$ cat src/rtl/weighted_neighbor_link.sv
// Runtime-weighted union-find edge: growth against a per-round length, root exchange, odd status.
// Optional erasure input enabled by defining WEIGHTED_LINK_ERASURE_EN.
module weighted_neighbor_link #(
  parameter  int ADDRESS_WIDTH = 12,
  parameter  int MAX_LENGTH    = 8,
  parameter  int IS_BOUNDARY   = 0,
  localparam int LENGTH_WIDTH  = $clog2(MAX_LENGTH + 1)
) (
  input  logic                     i_clk,
  input  logic                     i_reset,
  input  logic                     i_initialize,
  input  logic [LENGTH_WIDTH-1:0]  i_length_in,
`ifdef WEIGHTED_LINK_ERASURE_EN
  input  logic                     i_erasure,
`endif
  input  logic                     i_a_increase,
  input  logic                     i_b_increase,
  input  logic                     i_a_is_odd_cluster,
  input  logic                     i_b_is_odd_cluster,
  input  logic [ADDRESS_WIDTH-1:0] i_a_old_root_in,
  input  logic [ADDRESS_WIDTH-1:0] i_b_old_root_in,
  output logic [ADDRESS_WIDTH-1:0] o_a_old_root_out,
  output logic [ADDRESS_WIDTH-1:0] o_b_old_root_out,
  output logic [LENGTH_WIDTH-1:0]  o_growth,
  output logic [LENGTH_WIDTH-1:0]  o_length_out,
  output logic                     o_is_fully_grown,
  output logic                     o_is_odd_cluster,
  output logic                     o_grown_pulse
);

  typedef enum logic [1:0] {IDLE = 2'd0, GROWING = 2'd1, GROWN = 2'd2} state_t;

  localparam logic [LENGTH_WIDTH-1:0] LP_MAX_LEN = LENGTH_WIDTH'(MAX_LENGTH);

  state_t                   r_state,  w_state_nxt;
  logic [LENGTH_WIDTH-1:0]  r_growth, w_growth_nxt;
  logic [LENGTH_WIDTH-1:0]  r_length, w_length_nxt;
  logic [ADDRESS_WIDTH-1:0] r_a_root, w_a_root_nxt;
  logic [ADDRESS_WIDTH-1:0] r_b_root, w_b_root_nxt;
  logic                     r_odd,    w_odd_nxt;
  logic                     r_pulse,  w_pulse_nxt;

  logic                     w_erasure;
  logic                     w_b_inc;
  logic                     w_b_odd;
  logic [ADDRESS_WIDTH-1:0] w_b_root_in;
  logic [LENGTH_WIDTH-1:0]  w_len_load;
  logic [LENGTH_WIDTH:0]    w_sum;

`ifdef WEIGHTED_LINK_ERASURE_EN
  assign w_erasure = i_erasure;
`else
  assign w_erasure = 1'b0;
`endif

  // The virtual boundary never grows, never has odd parity and has no root.
  assign w_b_inc     = (IS_BOUNDARY != 0) ? 1'b0 : i_b_increase;
  assign w_b_odd     = (IS_BOUNDARY != 0) ? 1'b0 : i_b_is_odd_cluster;
  assign w_b_root_in = (IS_BOUNDARY != 0) ? '0   : i_b_old_root_in;

  assign w_len_load = (i_length_in > LP_MAX_LEN) ? LP_MAX_LEN : i_length_in;
  // One extra bit so a+b at MAX_LENGTH-1 cannot wrap before the clamp.
  assign w_sum = {1'b0, r_growth} + {{LENGTH_WIDTH{1'b0}}, i_a_increase}
               + {{LENGTH_WIDTH{1'b0}}, w_b_inc};

  always_comb begin
    w_state_nxt  = r_state;
    w_growth_nxt = r_growth;
    w_length_nxt = r_length;
    w_a_root_nxt = r_a_root;
    w_b_root_nxt = r_b_root;
    w_odd_nxt    = r_odd;
    w_pulse_nxt  = 1'b0;
    if (i_initialize) begin
      w_length_nxt = w_len_load;
      w_a_root_nxt = '0;
      w_b_root_nxt = '0;
      w_odd_nxt    = 1'b0;
      if ((w_len_load == '0) || w_erasure) begin
        w_state_nxt  = GROWN;
        w_growth_nxt = w_len_load;
        w_pulse_nxt  = 1'b1;
      end else begin
        w_state_nxt  = GROWING;
        w_growth_nxt = '0;
      end
    end else begin
      case (r_state)
        GROWING: begin
          w_a_root_nxt = w_b_root_in;
          w_b_root_nxt = i_a_old_root_in;
          w_odd_nxt    = 1'b0;
          if (w_sum >= {1'b0, r_length}) begin
            w_growth_nxt = r_length;
            w_state_nxt  = GROWN;
            w_pulse_nxt  = 1'b1;
          end else begin
            w_growth_nxt = w_sum[LENGTH_WIDTH-1:0];
          end
        end
        GROWN: begin
          w_a_root_nxt = w_b_root_in;
          w_b_root_nxt = i_a_old_root_in;
          w_odd_nxt    = i_a_is_odd_cluster | w_b_odd;
        end
        default: ;
      endcase
    end
  end

  always_ff @(posedge i_clk) begin
    if (i_reset) begin
      r_state  <= IDLE;
      r_growth <= '0;
      r_length <= '0;
      r_a_root <= '0;
      r_b_root <= '0;
      r_odd    <= 1'b0;
      r_pulse  <= 1'b0;
    end else begin
      r_state  <= w_state_nxt;
      r_growth <= w_growth_nxt;
      r_length <= w_length_nxt;
      r_a_root <= w_a_root_nxt;
      r_b_root <= w_b_root_nxt;
      r_odd    <= w_odd_nxt;
      r_pulse  <= w_pulse_nxt;
    end
  end

  assign o_a_old_root_out = r_a_root;
  assign o_b_old_root_out = r_b_root;
  assign o_growth         = r_growth;
  assign o_length_out     = r_length;
  assign o_is_fully_grown = (r_state != IDLE) && (r_growth >= r_length);
  assign o_is_odd_cluster = r_odd;
  assign o_grown_pulse    = r_pulse;

endmodule

$ cat config.mk
export PLATFORM = sky130hd
export DESIGN_NAME = weighted_neighbor_link
export DESIGN_NICKNAME = d
export VERILOG_FILES = /design/src/rtl/weighted_neighbor_link.sv
export SDC_FILE = /design/constraint.sdc
export NUM_CORES = 1
export LEC_CHECK = 0
export BUFFER_PORTS_ARGS = -buffer_cell sky130_fd_sc_hd__buf_2
export CAP_MARGIN = 30
export CORE_ASPECT_RATIO = 2
export CORE_UTILIZATION = 40
export CTS_CLUSTER_DIAMETER = 30
export CTS_CLUSTER_SIZE = 20
export DETAILED_ROUTE_END_ITERATION = 16
export GPL_TIMING_DRIVEN = 1
export PLACE_DENSITY_LB_ADDON = 0.1
export SETUP_SLACK_MARGIN = 0.4
export SLEW_MARGIN = 20
export SYNTH_ARGS = -nofsm -noshare
export SYNTH_HDL_FRONTEND = slang
export SYNTH_SLANG_ARGS = --single-unit
export TNS_END_PERCENT = 30
$ cat constraint.sdc
create_clock -name i_clk -period 2.75 [get_ports i_clk]
set_input_delay 0.55 -clock i_clk [delete_from_list [all_inputs] [get_ports i_clk]]
set_output_delay 0.55 -clock i_clk [all_outputs]
set_load 0.02 [all_outputs]
==> impl_metrics.toml <==
[die]
core-area_sq_mm = 0.003924
dieArea_sq_mm = 0.004425
ios = 70
fp.dieW_um = 47.54
start_util_pct = 42.28
num_rows = 32
die_h_um = 93.08

[yosys]
ys_seq_area_share_pct = 43.44
synth_edf_count = 0
netlist_instances = 168
syn-num-nets = 216
synth_ff_type = "dfxtp_1"
synth_warnings = 0
synth_area_sq_mm = 0.001659
synth-seq-cells = 36
synth_cell_types = 35
async_reset_ff_share_pct = 0
avgSynthCellArea_sq_um = 9.876

[critical_path]
cp_data_required_time_ps = 2980
cp_slowest_cell = "fa_2"
critPathLaunchType = "flip-flop"
r2r_slack_ps = 400
setup.worst_path.end_class = "flip-flop"
critPathMaxFanout = 6
path_cells = "buf_4 -> fa_2 -> ha_2 -> ha_1 -> a211oi_4 -> o21ai_2 -> a211oi_1 -> o21ba_1"
critPathArrivalTime_ps = 2580
worstSetupPathType = "flip-flop to flip-flop"
critPathMaxStageDelay_ps = 350

[clocking]
cts_tree = "yes"
cts_sinks = 36
path_clk_slew_ps = 70
cts_buffers = 5
cts_max_level = 2
clk-insertion-delay-late_ps = 280
cts-root-buf = "clkbuf_8"
clock_path_buffers = 2

[timing]
slew_violations = 0
tightestPinTransition_ps = 472.9
fin_crit_ps = 2347
tns_ps = 0
finalHoldViolCount = 0
fmax_mhz = 426.0
rsz0062_at_grt = "yes"
fin_crit_sh_pct = 85.36
whs_ps = 481.2
clock_skew_ps = 4.584
maxSlewHeadroom_pct = 68.48
setup_viol = 0

[power]
switching_share_pct = 26.11
ir_drop_v = 0.0003293
finalPower_mw = 1.242
seqPwrFrac_pct = 44.6
p_clk_share_pct = 36.6
p_per_area_mw_per_mm2 = 568.9
combPwrFrac_pct = 18.9
p_switching_mw = 0.3243
p_int_mw = 0.9177
leakage_nw = 1.053

[detailed_routing]
wl_per_cell_um = 12.53
drtIter0Drc = 18
vias = 1401
drcViolationCount = 0
wirelength_um = 3633
postRouteAntennaNets = 0
drtPass1Iterations = 4
vias_per_cell = 4.831

[layout]
layout_commonest_cell = "buf_2"
syn_to_final_growth_pct = 31.60
final_cell_mix = "68 x buf_2, 35 x dfxtp_1, 28 x nor2_1"
num-fill-cells = 397
antennaDiodeCount = 0
final_layout_size_suffix_gt1_share_pct = 38.49
nets = 286

[placed_design]
dpl.hpwl_um = 2790
gp_congestion = 0.7616
portBuffers = 69

[global_route]
grt_pass1_vias = 1320
globalRouteOverflowTotal = 0
grt_first_pass_wirelength_um = 5720
grt_antenna_before_repair = 0
grt_use_total_pct = 17.79
grt_max_degree = 27

[flow_run]
cap_violations = 0

[min_path]
min_path_type = "flip-flop to flip-flop"

[run_status]
status = "complete, no violations"
through the flow:
stage / worst slack [ps] / instances / util (%) / cell area (sq um)
after floorplan: 393.4 / 168 / - / 1670
after global placement: 178.1 / 281 / 52.33 / 2053
after detailed placement: 133.4 / 281 / 52.33 / 2053
after CTS: 389.7 / 290 / 55.64 / 2183
after global routing: 285.2 / 290 / 55.64 / 2183
final: 402.6 / 290 / 55.64 / 2183
power groups by stage:
stage	Sequential, mW	Combinational [mW]	Clock [mW]
floorplan	0.588	0.141	0
global placement	0.565	0.232	0
detailed placement	0.566	0.234	0
CTS	0.553	0.239	0.471
global route	0.556	0.260	0.492
finish	0.553	0.234	0.454
cell type report:
type	count	area [sq um]	area share, %
multi-input combinational	115	889.6	40.75
sequential	36	721.9	33.07
timing repair buffer	72	370.4	16.96
clock buffer	6	72.57	3.324
tap	51	63.81	2.923
clock inverter	2	35.03	1.605
inverter	8	30.03	1.375
cells by family (layout without fill, tap and decap cells):
logic type               Yosys count  in the layout  share of synthesized area, %
flip-flops                        36             36                         43.44
AO/OA/AOI/OAI                     25             25                         10.78
adder cells (fa/ha/maj)           13             13                         10.26
multiplexers                      28             28                         16.97
AND/OR/NAND/NOR                   47             47                         13.20
buffers and inverters             17             88                         4.299
XOR/XNOR                           2              2                         1.056
path summary, 6_finish.rpt:
| check | from | end | depth (start not counted) |
|---|---|---|---|
| max | o_growth[0] | r_state[0] | 8 |
| min | o_is_odd_cluster | o_is_odd_cluster | 2 |
| max reg2reg | o_growth[0] | r_state[0] | 8 |
| min reg2reg | o_is_odd_cluster | o_is_odd_cluster | 2 |
per-layer routing:
layer	GRT usage, %	wire [um]
met1	18.07	1356
met2	31.74	2010
met3	3.668	209
met4	8.565	57
met5	0	0
repair_timing:
action / 4_1_cts / 5_1_grt
hold buffers: 0 / 0
pin swaps: 3 / 0
resized for setup: 4 / 0
setup buffers: 1 / 0
setup endpoints to repair: 1 / 6
synthesized netlist by cell type (3+ instances only):
cell	count	area share (%)
nand2_1	3	0.68
ha_1	12	9.0
inv_1	8	1.8
buf_2	6	1.8
a21oi_1	7	2.1
clkbuf_1	3	0.68
nand3_1	4	1.2
mux2i_1	27	16
nand2b_1	3	1.1
nor2_1	28	6.3
dfxtp_1	36	43
worst max-delay path: cells and delay by family (launching register included):
kind	cells	cell delay (ps)
compound gates	4	880
flops	1	330
fa+ha+maj	3	950
buf+inv	1	140
registers in the layout (all words and copies together) (netlist names):
signal            cells
o_length_out          4
o_a_old_root_out     12
o_is_odd_cluster      1
o_growth              4
r_state               2
o_grown_pulse         1
o_b_old_root_out     12
Power figures use the tool's default switching activity.
